**src/rtl/muldiv_pkg.sv**
```systemverilog
// muldiv_pkg: shared op codes, FSM states and constants for the RV32M multiply/divide unit
package muldiv_pkg;
  typedef enum logic [2:0] {
    MUL    = 3'b000,
    MULH   = 3'b001,
    MULHSU = 3'b010,
    MULHU  = 3'b011,
    DIV    = 3'b100,
    DIVU   = 3'b101,
    REM    = 3'b110,
    REMU   = 3'b111
  } funct3_t;
  typedef enum logic [1:0] {
    S_IDLE = 2'd0,
    S_BUSY = 2'd1,
    S_DONE = 2'd2
  } state_t;
  localparam logic [6:0] FUNCT7_MULDIV = 7'b0000001;
  localparam logic [31:0] DIV_ZERO_Q = '1;
endpackage

```
**src/rtl/muldiv_if.sv**
```systemverilog
// muldiv_if: request/response bundle between the EX stage and the multiply/divide unit
// master (pipeline): drives start, flush, Funct3, SrcA, SrcB; sees busy, done, Result
// slave (unit): the mirror image
interface muldiv_if
  import muldiv_pkg::*;
#(
  parameter int XLEN = 32
) ();
  logic start;
  logic flush;
  funct3_t Funct3;
  logic [XLEN-1:0] SrcA;
  logic [XLEN-1:0] SrcB;
  logic busy;
  logic done;
  logic [XLEN-1:0] Result;
  modport master (output start, flush, Funct3, SrcA, SrcB, input busy, done, Result);
  modport slave (input start, flush, Funct3, SrcA, SrcB, output busy, done, Result);
endinterface

```
**src/rtl/muldiv_iter_step.sv**
```systemverilog
// muldiv_iter_step: one combinational shift-add (multiply) or restoring shift-subtract (divide) iteration
// is_div selects the mode; operand is the multiplicand or divisor magnitude
// multiply acc = {high partial product, remaining multiplier bits}; divide acc = {partial remainder, dividend/quotient bits}
module muldiv_iter_step
  import muldiv_pkg::*;
#(
  parameter int XLEN = 32
) (
  input  logic              is_div,
  input  logic [XLEN-1:0]   operand,
  input  logic [2*XLEN-1:0] acc_in,
  output logic [2*XLEN-1:0] acc_out
);
  logic [XLEN:0] sum, r;
  logic ge;
  always_comb begin
    sum = {1'b0, acc_in[2*XLEN-1:XLEN]} + (acc_in[0] ? {1'b0, operand} : '0);
    r = acc_in[2*XLEN-1:XLEN-1];
    ge = r >= {1'b0, operand};
    acc_out = is_div ? {ge ? XLEN'(r - {1'b0, operand}) : r[XLEN-1:0], acc_in[XLEN-2:0], ge}
                     : {sum, acc_in[XLEN-1:1]};
  end
endmodule

```
**src/rtl/muldiv_sequencer.sv**
```systemverilog
// muldiv_sequencer: iterative RV32M multiply/divide unit with its own IDLE/BUSY/DONE sequencer
// clk, reset: clock and synchronous active-high reset
// bus (muldiv_if.slave): start, flush, Funct3, SrcA, SrcB in; busy, done (one-cycle), Result out
module muldiv_sequencer
  import muldiv_pkg::*;
#(
  parameter int XLEN = 32
) (
  input logic     clk,
  input logic     reset,
  muldiv_if.slave bus
);
  localparam int CW = $clog2(XLEN);
  state_t state, state_n;
  funct3_t op;
  logic sign;
  logic [CW-1:0] cnt;
  logic [XLEN-1:0] opnd, result, a_mag, b_mag, special_res, fin, quot, rem;
  logic [2*XLEN-1:0] acc, acc_step, prod;
  logic a_neg, b_neg, sign_in, is_div, div_zero, ovf, special, accept, last;
  muldiv_iter_step #(.XLEN(XLEN)) u_step (
    .is_div (op[2]),
    .operand(opnd),
    .acc_in (acc),
    .acc_out(acc_step)
  );
  // a_neg/b_neg are only set for operands the op treats as signed
  always_comb begin
    is_div = bus.Funct3[2];
    a_neg = bus.SrcA[XLEN-1] && bus.Funct3 inside {MUL, MULH, MULHSU, DIV, REM};
    b_neg = bus.SrcB[XLEN-1] && bus.Funct3 inside {MUL, MULH, DIV, REM};
    a_mag = a_neg ? -bus.SrcA : bus.SrcA;
    b_mag = b_neg ? -bus.SrcB : bus.SrcB;
    sign_in = a_neg ^ (b_neg && bus.Funct3 != REM);
    div_zero = is_div && bus.SrcB == '0;
    ovf = bus.Funct3 inside {DIV, REM} && bus.SrcA == {1'b1, {(XLEN-1){1'b0}}} && bus.SrcB == '1;
    special = div_zero || ovf;
    special_res = div_zero ? (bus.Funct3[1] ? bus.SrcA : '1) : (bus.Funct3[1] ? '0 : bus.SrcA);
    accept = state == S_IDLE && bus.start && !bus.flush;
    last = cnt == CW'(XLEN - 1);
    state_n = state == S_IDLE ? (accept ? (special ? S_DONE : S_BUSY) : S_IDLE)
            : state == S_BUSY ? (bus.flush ? S_IDLE : last ? S_DONE : S_BUSY)
            : S_IDLE;
    prod = sign ? -acc_step : acc_step;
    quot = acc_step[XLEN-1:0];
    rem = acc_step[2*XLEN-1:XLEN];
    fin = op == MUL ? prod[XLEN-1:0]
        : !op[2]    ? prod[2*XLEN-1:XLEN]
        : op[1]     ? (sign ? -rem : rem)
        :             (sign ? -quot : quot);
  end
  // Result is taken from the step output so the final iteration lands in the same edge as DONE entry
  always_ff @(posedge clk)
    if (reset) begin
      state <= S_IDLE;
      op <= MUL;
      sign <= 1'b0;
      cnt <= '0;
      opnd <= '0;
      acc <= '0;
      result <= '0;
    end else begin
      state <= state_n;
      if (accept) begin
        op <= bus.Funct3;
        sign <= sign_in;
        cnt <= '0;
        opnd <= is_div ? b_mag : a_mag;
        acc <= {{XLEN{1'b0}}, is_div ? a_mag : b_mag};
        if (special) result <= special_res;
      end else if (state == S_BUSY) begin
        acc <= acc_step;
        cnt <= cnt + CW'(1);
        if (last && !bus.flush) result <= fin;
      end
    end
  assign bus.busy = state == S_BUSY;
  assign bus.done = state == S_DONE;
  assign bus.Result = result;
endmodule

```
**src/flat_wrapper.sv**
```systemverilog
// flat-port wrapper written by rule: the top's interface ports become plain ports
module muldiv_sequencer_flat import muldiv_pkg::*;
#(
  parameter int XLEN = 32
)
  (clk, reset, bus_start, bus_flush, bus_Funct3, bus_SrcA, bus_SrcB, bus_busy, bus_done, bus_Result);
  muldiv_if #(.XLEN(XLEN)) bus_i ();
  input logic clk;
  input logic reset;
  input wire logic [$bits(bus_i.start)-1:0] bus_start;
  input wire logic [$bits(bus_i.flush)-1:0] bus_flush;
  input wire logic [$bits(bus_i.Funct3)-1:0] bus_Funct3;
  input wire logic [$bits(bus_i.SrcA)-1:0] bus_SrcA;
  input wire logic [$bits(bus_i.SrcB)-1:0] bus_SrcB;
  output wire logic [$bits(bus_i.busy)-1:0] bus_busy;
  output wire logic [$bits(bus_i.done)-1:0] bus_done;
  output wire logic [$bits(bus_i.Result)-1:0] bus_Result;
  assign bus_i.start = bus_start;
  assign bus_i.flush = bus_flush;
  assign bus_i.Funct3 = bus_Funct3;
  assign bus_i.SrcA = bus_SrcA;
  assign bus_i.SrcB = bus_SrcB;
  assign bus_busy = bus_i.busy;
  assign bus_done = bus_i.done;
  assign bus_Result = bus_i.Result;
  muldiv_sequencer #(.XLEN(XLEN)) u_core (.clk(clk), .reset(reset), .bus(bus_i));
endmodule
```
**config.mk**
```make
export PLATFORM = sky130hd
export DESIGN_NAME = muldiv_sequencer_flat
export DESIGN_NICKNAME = d
export VERILOG_FILES = /design/src/rtl/muldiv_pkg.sv /design/src/rtl/muldiv_if.sv /design/src/rtl/muldiv_iter_step.sv /design/src/rtl/muldiv_sequencer.sv /design/src/flat_wrapper.sv
export SDC_FILE = /design/constraint.sdc
export NUM_CORES = 1
export LEC_CHECK = 0
export ABC_AREA = 0
export CAP_MARGIN = 20
export CORE_MARGIN = 2
export CORE_UTILIZATION = 25
export DETAILED_ROUTE_END_ITERATION = 10
export HOLD_SLACK_MARGIN = 0.15
export RECOVER_POWER = 100
export SLEW_MARGIN = 20
export SYNTH_ARGS = -nofsm -noshare
export SYNTH_HDL_FRONTEND = slang
export SYNTH_SLANG_ARGS = --single-unit
```
**constraint.sdc**
```tcl
create_clock -name clk -period 5.7 [get_ports clk]
set_input_delay 0.57 -clock clk [delete_from_list [all_inputs] [get_ports clk]]
set_output_delay 0.57 -clock clk [all_outputs]
set_load 0.1 [all_outputs]
```
==> qor.txt, run 1 <==
Avg WL per Cell = 21.7 microns
hold depth = 2
Area Growth Syn to Fin = 16.0%
FF+latch count, synth = 139
Synth Net Count = 2534
YS warnings = 0
ys flop type = dfxtp_1
sequential share of power = 27.5%
Die Height = 259 microns
clock latency on the worst-skew pair = 0.46 ns
Initial Util = 25.3%
n_diodes = 0
CP required = 6.06 ns
switching share of power = 41.7%
Max Slew Vio Count = 231
Crit path max-delay family = buffers and inverters
Period minus WS final = 5.41 ns
Max H-tree Level = 4
IO buf count = 104
crit-path cells = dlygate4sd3_1 -> nor4b_1 -> clkbuf_1 -> o211ai_1 -> a21oi_1
setup TNS = 0 ns
All-Layer GR Usage = 20.6%
status = finished, violations left
most common cell after layout, fill and taps aside = nand2_1
first-pass iteration count of the detailed router = 6
slowest CP cell = clkbuf_1
maximum VDD drop = 215 uV
Final Non-Filler Cells = 3291
max-cap violation count = 5
Levels on crit path = 5
post-CTS setup buffers = 0
drt total wl = 71300 microns
NumNets Final = 2567
Rows = 93
worst-path maximum fanout = 73
# placed instances = 3258
Critical Path Sink Type = flop
most frequent cells in the layout = nand2_1 (322), a21oi_1 (256), nor2_1 (252), dfxtp_1 (138), o21ai_0 (137)
CTS tree = yes
Post-DRT Antenna Nets = 0
grt total ovfl = 0
power density cells = 205 mW/mm^2
share of layout cells above drive strength 1 = 6.44%
vias in the first global route = 17100
HP Class = reg2reg
largest net degree at the start of global routing = 110
P_sw = 1.61 mW
clk_skew = 0.0141 ns
vias = 18700
Clock power frac = 32.1%
asr flop ratio synth = 0%
Final Hold Vio Count = 0
Final period util = 94.9%
Sink Count = 139
number of CTS-inserted buffers = 17
setup violators final = 0
Max Buffers Root-to-Sink = 2
Routability Congestion = 0.989
failing checks = capacitance limit, slew limit
clk slew on worst S/H paths = 0.07 ns
initial antenna violation count = 0
mean area per synthesized cell = 6.81 sq um
sequential area share after synthesis = 17.1%
Peak Freq = 185 MHz
R2R depth = 12
DR iter-0 viols = 2320
Via density = 5.67
area of the core = 0.0643 sq mm
Leakage = 7.04 nW
Root Buffer = clkbuf_16
Pint = 2.25 mW
worst path arrival time = 5.78 ns
Unique masters post-synth = 96
DP Wirelength = 55300 microns
IO Count = 105
Chip Width = 259 microns
Mapped Cells = 2390
number of synthesized flops with an enable pin = 0
RSZ-0062 raised after global routing = false
CP max stage delay = 2.53 ns
Worst-Margin Slew = 3.55 ns
die area = 0.0671 sq mm
PostCTS Resize Cnt = 0
global-route wire length before repair = 107000 microns
Startpoint Class = input port
combinational share of power = 40.4%
synthesized area = 0.0163 sq mm
# DRC = 0
slew margin rel. = -137%
CP Class = in2reg
Crit path buffers/inverters = 2
Hold Buf Count CTS = 0
cell families (layout without fill, tap and decap cells):
group | Yosys count | count (layout) | share of synthesized area, %
xor gates and xnor gates | 164 | 164 | 8.83
muxes | 60 | 60 | 3.75
DFF | 139 | 139 | 17.1
buffers and inverters | 226 | 272 | 5.51
adders and majority gates | 73 | 73 | 5.71
and+or+nand+nor | 929 | 929 | 26.8
AOI/OAI and AO/OA | 799 | 799 | 32.3
flip-flops by register name, summed over array words and instances, names as in the netlist:
name	cells
u_core.acc	64
u_core.bus.Result	32
u_core.opnd	32
u_core.cnt	5
u_core.op	3
u_core.state	2
u_core.sign	1
cell usage after synthesis, types with 26 or more instances:
master / count / area [sq um]
a211oi_1: 68 / 510
a21o_1: 29 / 218
a21oi_1: 255 / 1280
and2_1: 49 / 307
buf_1: 26 / 97.6
clkbuf_1: 113 / 424
dfxtp_1: 139 / 2780
ha_1: 71 / 888
inv_1: 60 / 225
mux2i_1: 52 / 521
nand2_1: 322 / 1210
nand3_1: 50 / 250
nor2_1: 252 / 946
nor3_1: 81 / 405
o211ai_1: 84 / 631
o21ai_0: 136 / 681
or3_1: 29 / 181
xnor2_1: 96 / 841
xor2_1: 68 / 596
power by group through the flow:
stage,Sequential (mW),Clock [mW],Combinational (mW)
after floorplan,1.06,0,0.999
after global placement,1.08,0,1.52
after detailed placement,1.08,0,1.51
after CTS,1.06,1.24,1.52
after global routing,1.07,1.28,1.66
final,1.06,1.24,1.56
path summary, 6_finish.rpt:
check,from,end,slack (ns)
setup / recovery,bus_flush,u_core.opnd[26],0.29
hold / removal,u_core.bus.Result[2],u_core.bus.Result[2],0.47
setup reg to reg,u_core.op[2],u_core.bus.Result[17],0.32
hold reg to reg,u_core.bus.Result[2],u_core.bus.Result[2],0.47
tightest hold or removal path, stage by stage, from the launching register on:
cell and delay [ns]:
dfxtp_1 0.31, nand2_1 0.05, a21oi_1 0.05
layer usage:
| layer | share of wire, % | global-route usage, % | vias to the layer above |
|---|---|---|---|
| met1 | 42 | 26.7 | 8740 |
| met2 | 43 | 31.7 | 892 |
| met5 | 0 | 0 | - |
| met4 | 5.6 | 10.6 | 0 |
| li1 | - | - | 8855 |
| met3 | 9.3 | 4.78 | 168 |
area by class of cell:
type | count | area (sq um)
Fill cell | 7090 | 45500
Multi-Input combinational cell | 2025 | 12600
Sequential cell | 139 | 2780
Timing Repair Buffer | 178 | 1560
Tap cell | 855 | 1070
Clock buffer | 18 | 439
Inverter | 62 | 233
Clock inverter | 14 | 184
metrics by stage:
stage	hold WS [ns]	setup WS (ns)	area, sq um	total power, mW	utilization, %
after floorplan	0.440	0.525	16300	2.06	-
after global placement	0.451	0.174	18300	2.60	28.4
after detailed placement	0.460	0.141	18300	2.59	28.4
after CTS	0.470	0.0918	18900	3.82	29.4
after global routing	0.490	0.0495	18900	4.01	29.3
final	0.465	0.288	18900	3.86	29.3
Note: power is estimated with default switching activity, not from simulation.
==> run 2: changes to the inputs <==
- CELL_PAD_IN_SITES_DETAIL_PLACEMENT: default -> 0
- CELL_PAD_IN_SITES_GLOBAL_PLACEMENT: default -> 1
- CORE_UTILIZATION: 25 -> 45
- PLACE_DENSITY_LB_ADDON: default -> 0.1
==> qor.txt, run 2 (synthesis results as in run 1) <==
status = finished, violations left
failing checks = capacitance limit, slew limit
Final Hold Vio Count = 0 (unchanged)
Sink Count = 139 (unchanged)
post-CTS setup buffers = 0 (unchanged)
R2R depth = 18 (+6)
Worst Setup SP = u_core.opnd[30]
slew margin rel. = -124% (+13 points)
largest net degree at the start of global routing = 92 (-16%)
most common cell after layout, fill and taps aside = nand2_1
RSZ-0062 raised after global routing = false
Peak Freq = 186 MHz (+0.89%)
Initial Util = 45.7% (+20 points)
IO Count = 105 (unchanged)
max-cap violation count = 4 (-1)
Max Slew Vio Count = 204 (-12%)
fin util = 51.6% (+22 points)
Root Buffer = clkbuf_16
worst-path maximum fanout = 9 (-88%)
maximum VDD drop = 171 uV (-20%)
Post-DRT Antenna Nets = 0 (unchanged)
Max H-tree Level = 4 (unchanged)
dpl ws = 0.568 ns (+0.427 ns)
global-route wire length before repair = 112000 microns (+4.7%)
hold wc startpoint = u_core.cnt[4]
vias in the first global route = 17900 (+4.9%)
Leakage = 7.06 nW (+0.23%)
CP Class = reg2reg
Period minus WS final = 5.36 ns (-0.0479 ns)
Area Growth Syn to Fin = 12.9%
RR Endpoint = u_core.bus.Result[26]
PostCTS Resize Cnt = 0 (unchanged)
clock latency on the worst-skew pair = 0.47 ns (about the same)
DP Wirelength = 57000 microns (+3.0%)
share of layout cells above drive strength 1 = 6.69% (+0.25 points)
Max Buffers Root-to-Sink = 2 (unchanged)
Critical Path Sink = u_core.bus.Result[26]
initial antenna violation count = 3 (+3)
Critical Path Sink Type = flop
Fin Hold WS = 0.467 ns (+0.00182 ns)
NumNets Final = 2567 (unchanged)
Routability Congestion = 1.02 (+2.9%)
DR iter-0 viols = 2018 (-13%)
All-Layer GR Usage = 38.5% (+18 points)
fin worst setup slack = 0.336 ns (+0.0479 ns)
number of CTS-inserted buffers = 17 (unchanged)
Avg WL per Cell = 25.5 microns (+18%)
CTS tree = yes
CP required = 6.02 ns (-0.04 ns)
Die Height = 194 microns (-25%)
clk slew on worst S/H paths = 0.07 ns (about the same)
Worst R2R Setup Slack = 0.34 ns (+0.02 ns)
Hold Buf Count CTS = 0 (unchanged)
Via density = 6.53 (+15%)
# DRC = 0 (unchanged)
Overall Power = 3.88 mW (+0.39%)
area of the core = 0.0356 sq mm (-45%)
HP Class = reg2reg
die area = 0.0377 sq mm (-44%)
Rows = 69 (-26%)
clk_skew = 0.0187 ns (+0.00463 ns)
setup TNS = 0 ns (unchanged)
IO buf count = 104 (unchanged)
grt total ovfl = 0 (unchanged)
Final period util = 94.1% (-0.84 points)
Worst-Margin Slew = 3.37 ns (-0.188 ns)
worst path arrival time = 5.68 ns (-0.10 ns)
# fillers = 3672 (-48%)
most frequent cells in the layout = nand2_1 (321), a21oi_1 (255), nor2_1 (252), dfxtp_1 (137), o21ai_0 (136)
power density cells = 211 mW/mm^2 (+3.1%)
Biggest register = u_core.acc
first-pass iteration count of the detailed router = 6 (unchanged)
vias = 18900 (+1.4%)
setup violators final = 0 (unchanged)
drt total wl = 74000 microns (+3.8%)
n_diodes = 0 (unchanged)
RR Startpoint = u_core.opnd[30]
Chip Width = 194 microns (-25%)
Startpoint Class = flop
max FFs per register = 64 (unchanged)
-- run 2: changes by cell type in the layout (fill, tap and decap cells not counted), sizes merged --
cell and delta:
inv -1, clkinv +1, clkinvlp -2, dlygate4sd3 -1
clkdlybuf4s50 +1, buf +1
-- run 2: critical path, stage by stage, from the launching register on --
cell and delay [ns]:
dfxtp_1 0.36, inv_1 0.06, ha_1 0.32, a21o_1 0.20, a211oi_1 0.68, o2111ai_2 0.29
clkbuf_1 0.28, nor3_1 0.26, a211oi_1 0.09, nor2_1 0.17, ha_1 0.22, nand2_1 0.08
a211oi_2 0.32, nand4_1 0.29, or4b_1 0.73, o41ai_1 0.42, a31oi_1 0.09, a211oi_1 0.28
nor3_1 0.07
-- run 2: power by group --
part           switching [mW]  total, mW  internal, mW
clock network           0.527       1.24         0.715
registers              0.0489       1.06          1.01
logic                    1.04       1.58         0.536
-- run 2: worst min path at each step --
stage	slack [ns]	endpoint	cells past startpoint
after global routing	0.50	u_core.opnd[2]	2
after detailed placement	0.46	u_core.opnd[15]	2
after floorplan	0.44	u_core.opnd[13]	2
after CTS	0.47	u_core.opnd[15]	2
final	0.47	u_core.cnt[4]	2
after global placement	0.45	u_core.cnt[4]	2
-- run 2: per-layer routing --
layer  share of wire, %  global-route usage (%)
met1                 42                    48.7
met2                 45                    62.3
met3                8.1                    7.74
met4                5.3                    18.8
met5              0.061                       0
-- run 2: stage by stage --
stage	cell area (sq um)	instances
global route	18400	2896
floorplan	16300	2390
CTS	18400	2896
detailed placement	17800	2865
finish	18400	2896
global placement	17800	2865
-- run 2: area by class of cell --
cell class,instances,area [sq um],share of cell area [%]
inverters,62,233,1.27
clock inverters,12,159,0.865
well taps,461,577,3.14
multi-input cells,2025,12600,68.6
repair buffers,178,1560,8.47
flip-flops and latches,139,2790,15.2
clock buffers,19,453,2.47
==> run 3: changes to the inputs <==
- CAP_MARGIN: 20 -> default
==> results of run 3 <==
Final layout, timing and power as in run 2 (identical DEF).
